## config.mk

```make
export PLATFORM = sky130hd
export DESIGN_NAME = register_file_32
export DESIGN_NICKNAME = d
export VERILOG_FILES = /design/src/rtl/register_file_32.sv
export SDC_FILE = /design/constraint.sdc
export NUM_CORES = 2
export LEC_CHECK = 0
export CAP_MARGIN = 20
export CORE_UTILIZATION = 40
export DETAILED_ROUTE_END_ITERATION = 16
export GPL_ROUTABILITY_DRIVEN = 0
export PLACE_DENSITY = 0.68
export SYNTH_ARGS = -nofsm -noshare
export SYNTH_HDL_FRONTEND = slang
export SYNTH_SLANG_ARGS = --single-unit
```

## constraint.sdc

```tcl
create_clock -name clk -period 33.9 [get_ports clk]
set_input_delay 8.475 -clock clk [delete_from_list [all_inputs] [get_ports clk]]
set_output_delay 8.475 -clock clk [all_outputs]
set_load 0.02 [all_outputs]
```

## src/rtl/register_file_32.sv

```systemverilog
// register_file_32
//   32 x DATA_WIDTH register file: two combinational read ports, one
//   synchronous write port. R0 is hardwired to zero.
//
//   Ports:
//     clk         rising-edge clock for register updates
//     reset       asynchronous, active-high; clears R1..R31
//     reg_write   write strobe
//     write_reg   5-bit write address (decoded to one-hot write_en)
//     write_data  data loaded into the addressed register
//     read_reg1/2 read addresses
//     read_data1/2 combinational read data
//     write_en    one-hot write-enable vector (bit 0 always 0)
//
//   Build option:
//     REGFILE_BYPASS_EN  when defined, a read of the address being written
//                        returns write_data in the same cycle (not during
//                        reset). When undefined, reads return stored data.

// One register slot: owns its own slice of the write decode so the
// decode and the enable it drives stay together.
module register_file_32_reg #(
  parameter int DATA_WIDTH = 32,
  parameter int IDX        = 1
) (
  input  logic                  clk,
  input  logic                  reset,
  input  logic                  reg_write,
  input  logic [4:0]            write_reg,
  input  logic [DATA_WIDTH-1:0] write_data,
  output logic                  en,
  output logic [DATA_WIDTH-1:0] q
);
  localparam logic [4:0] ADDR = 5'(IDX);

  assign en = reg_write & (write_reg == ADDR);

  always_ff @(posedge clk or posedge reset) begin
    if (reset)   q <= '0;
    else if (en) q <= write_data;
  end
endmodule

module register_file_32 #(
  parameter int DATA_WIDTH = 32
) (
  input  logic                  clk,
  input  logic                  reset,
  input  logic                  reg_write,
  input  logic [4:0]            write_reg,
  input  logic [DATA_WIDTH-1:0] write_data,
  input  logic [4:0]            read_reg1,
  input  logic [4:0]            read_reg2,
  output logic [DATA_WIDTH-1:0] read_data1,
  output logic [DATA_WIDTH-1:0] read_data2,
  output logic [31:0]           write_en
);
  logic [31:0][DATA_WIDTH-1:0] regs;

  // R0 has no storage and no enable: writes to address 0 vanish.
  assign regs[0]     = '0;
  assign write_en[0] = 1'b0;

  for (genvar k = 1; k < 32; k++) begin : g_reg
    register_file_32_reg #(
      .DATA_WIDTH (DATA_WIDTH),
      .IDX        (k)
    ) u_reg (
      .clk        (clk),
      .reset      (reset),
      .reg_write  (reg_write),
      .write_reg  (write_reg),
      .write_data (write_data),
      .en         (write_en[k]),
      .q          (regs[k])
    );
  end

  // Every 5-bit address maps to a real slot, so the read mux has no
  // undefined select values.
  logic [DATA_WIDTH-1:0] stored1, stored2;
  assign stored1 = regs[read_reg1];
  assign stored2 = regs[read_reg2];

`ifdef REGFILE_BYPASS_EN
  // write_en[0] is already masked, so a non-zero enable implies a live
  // write to a non-zero address.
  logic fwd_ok;
  assign fwd_ok = !reset && (write_en != '0);
  assign read_data1 = (fwd_ok && read_reg1 == write_reg) ? write_data : stored1;
  assign read_data2 = (fwd_ok && read_reg2 == write_reg) ? write_data : stored2;
`else
  assign read_data1 = stored1;
  assign read_data2 = stored2;
`endif
endmodule
```

==> run_results.csv <==
group,metric,value,unit
run_status,status,"finished clean",
placed_design,dp_worst_setup_slack,12470,ps
logic_synthesis,yosysMostFrequentCell,"mux2_2",
timing,slew_violations,0,
clock_tree,holdBufCountCts,0,
die,die_h,368,um
finish,largest_register_ffs,992,
logic_synthesis,synth_edf_count,0,
logic_synthesis,synth_cells,3660,
clock_tree,clk_pin_slew,60,ps
drt,first_iter_violations,3371,
clock_tree,htreeDepth,3,
timing,post-route-worst-setup-slack,12550,ps
placed_design,port_buffers,144,
logic_synthesis,yosys.area.top_type_share,0.464,
finish,seq_area,24800,um^2
drt,avgViaCountPerCell,6.39,
drt,ant_nets,0,
logic_synthesis,async_flop_share,1.00,
worst_setup_path,crit_arrival,12870,ps
pwr,leakagePower,0.0259,uW
logic_synthesis,ys_seq_area_frac,0.464,
logic_synthesis,ys_ff_latch,992,
clock_tree,cts_tree,"yes",
logic_synthesis,syn_area_per_cell,14.6,um^2
die,io_pins,146,
worst_setup_path,setup.worst_path.class,"primary input to primary output",
worst_hold_path,min_path_type,"flip-flop to flip-flop",
worst_setup_path,start_kind,"primary input",
timing,final_hold_viol_count,0,
timing,min_period_over_period,0.630,
drt,num_vias,34700,
grt,grt_pass1_wl,250000,um
worst_setup_path,end_kind,"primary output",
drt,wl_per_cell,31.5,um
placed_design,dp_hpwl,98000,um
pwr,p_per_area,59.0,nW/um^2
timing,min_period,21350,ps
finish,syn_to_final_growth,12.3,%
worst_setup_path,cp_max_fo,62,
finish,top_register,"g.u_reg.q",
die,start_util,0.405,
finish,reg_top3,"g.u_reg.q (992)",
timing,rsz0062_at_grt,"false",
pwr,ir_worst_vdd,42.7,uV
clock_tree,cts_buffers,105,
logic_synthesis,synth_flop_cell,"dfrtp_1",
clock_tree,clk_path_buf_depth,3,
clock_tree,cts_resized,0,
flow_run,drv_cap,0,
timing,maxSlewHeadroom,0.219,
grt,grt_max_degree,173,
grt,antenna_found_initial,9,
logic_synthesis,synth_nets,3710,
grt,grt_pass1_vias,35400,
timing,fin_skew,0,ps
timing,fmax,0.0468,GHz
logic_synthesis,yosysUniqueCellTypes,27,
timing,fin_setup_tns,0,ps
timing,setup_viol,0,
drt,drt_pass1_iterations,5,
clock_tree,clock-root-buffer,"clkbuf_16",
clock_tree,post_cts_buffers,0,
finish,n_fill_cell,11600,
logic_synthesis,netlist_area,53500,um^2
worst_setup_path,cp_data_required_time,25420,ps
finish,multiInputGateArea,26800,um^2
die,rows,133,
finish,drive_above_1_share,0.486,
drt,drcViolationCount,0,
logic_synthesis,synth_warnings,0,
timing,tightest_slew,1170,ps
drt,routed_wl,171000,um
die,coreArea,132000,um^2
grt,grt_use_total,0.252,
clock_tree,clk_latency,710,ps
die,fp.dieW,368,um
logic_synthesis,synth_largest_area_cell,"dfrtp_1",
logic_synthesis,synthTopCellsByArea,"dfrtp_1 46%, mux2_2 22%, mux4_2 16%",
die,die-area,135000,um^2
logic_synthesis,synth_common_cells,"1,056 x mux2_2, 992 x dfrtp_1, 384 x mux4_2, 218 x clkbuf_1",
finish,nNetsFinal,3641,
clock_tree,clkSinkCount,992,
grt,grt_overflow,0,
[power breakdown]
part	internal [uW]	total [uW]	leakage [uW]	switching, uW
clock	711	1210	0.00178	500
sequential	1420	1580	0.0127	162
combinational	448	754	0.0114	306
total	2580	3540	0.0259	968
[per-layer routing]
metal  part of all wire  vias up  wire (um)  global-route usage
li1                   -    14000          -                   -
met2               0.46     1555      79300               0.395
met1               0.41    18800      70100               0.343
met3              0.084      389      14300              0.0554
met4              0.042        6       7260              0.0927
met5            0.00020        -         35                   0
[logic make-up after synthesis]
logic type	Yosys count	share of synthesized area
AOI/OAI and AO/OA	448	0.0629
buffers and inverters	460	0.0398
DFF	992	0.464
muxes	1632	0.420
other	1	0.0000701
and+or+nand+nor	127	0.0134
[cell type report]
| cell class | count | area share |
|---|---|---|
| clock buffer | 147 | 0.0502 |
| timing repair buffer | 263 | 0.0434 |
| sequential | 992 | 0.413 |
| tap | 1755 | 0.0366 |
| inverter | 21 | 0.00137 |
| antenna | 1 | 0.0000417 |
| clock inverter | 42 | 0.00958 |
| multi-input combinational | 2208 | 0.446 |
[final timing paths]
kind | start | endpoint | slack, ps | cells after the start
worst max-delay path | read_reg1[0] | read_data1[29] | 12550 | 8
worst min-delay path | g_reg[17].u_reg.q[28]$_DFFE_PP0P_ | g_reg[17].u_reg.q[28]$_DFFE_PP0P_ | 520 | 1
worst max register to register | g_reg[15].u_reg.q[21]$_DFFE_PP0P_ | g_reg[15].u_reg.q[21]$_DFFE_PP0P_ | 33090 | 1
worst min register to register | g_reg[17].u_reg.q[28]$_DFFE_PP0P_ | g_reg[17].u_reg.q[28]$_DFFE_PP0P_ | 520 | 1
max in group asynchronous | reset | g_reg[19].u_reg.q[19]$_DFFE_PP0P_ | 21480 | 7
min in group asynchronous | reset | g_reg[25].u_reg.q[26]$_DFFE_PP0P_ | 8420 | 3
[placed cells by master, fill, tap and decap left out, types with 6 or more instances in the layout]
cell type	netlist	final
clkinv_2	0	20
clkbuf_8	0	21
dfrtp_1	992	992
mux4_2	384	384
bufinv_16	0	12
nand2_2	0	13
a22o_1	192	192
clkbuf_1	218	20
o31ai_1	64	64
o21ai_1	42	42
o22ai_1	64	64
buf_16	0	8
buf_4	50	108
nor2_4	0	14
inv_1	21	18
o21ai_0	22	22
a211oi_1	64	64
mux2i_1	192	192
nor2b_4	0	6
and2_1	68	66
clkdlybuf4s50_1	0	134
mux2_2	1056	1056
clkbuf_16	0	108
[worst max-delay path, cell delays in order]
cell and delay, ps:
buf_8 480, buf_4 870, buf_4 910, mux4_2 390, mux2i_1 70, and2_1 190
o31ai_1 500, clkdlybuf4s50_1 720
[per-stage QoR]
step / area [um^2] / cells / hold WS [ps] / utilization / power (uW)
floorplan: 53500 / 3660 / 491 / - / 2140
CTS: 59800 / 5417 / 522 / 0.453 / 3560
finish: 60100 / 5429 / 521 / 0.455 / 3540
global placement: 56100 / 5225 / 499 / 0.425 / 2310
global route: 60100 / 5428 / 530 / 0.455 / 3690
detailed placement: 56200 / 5228 / 508 / 0.425 / 2350
Note: power is estimated with default switching activity, not from simulation.
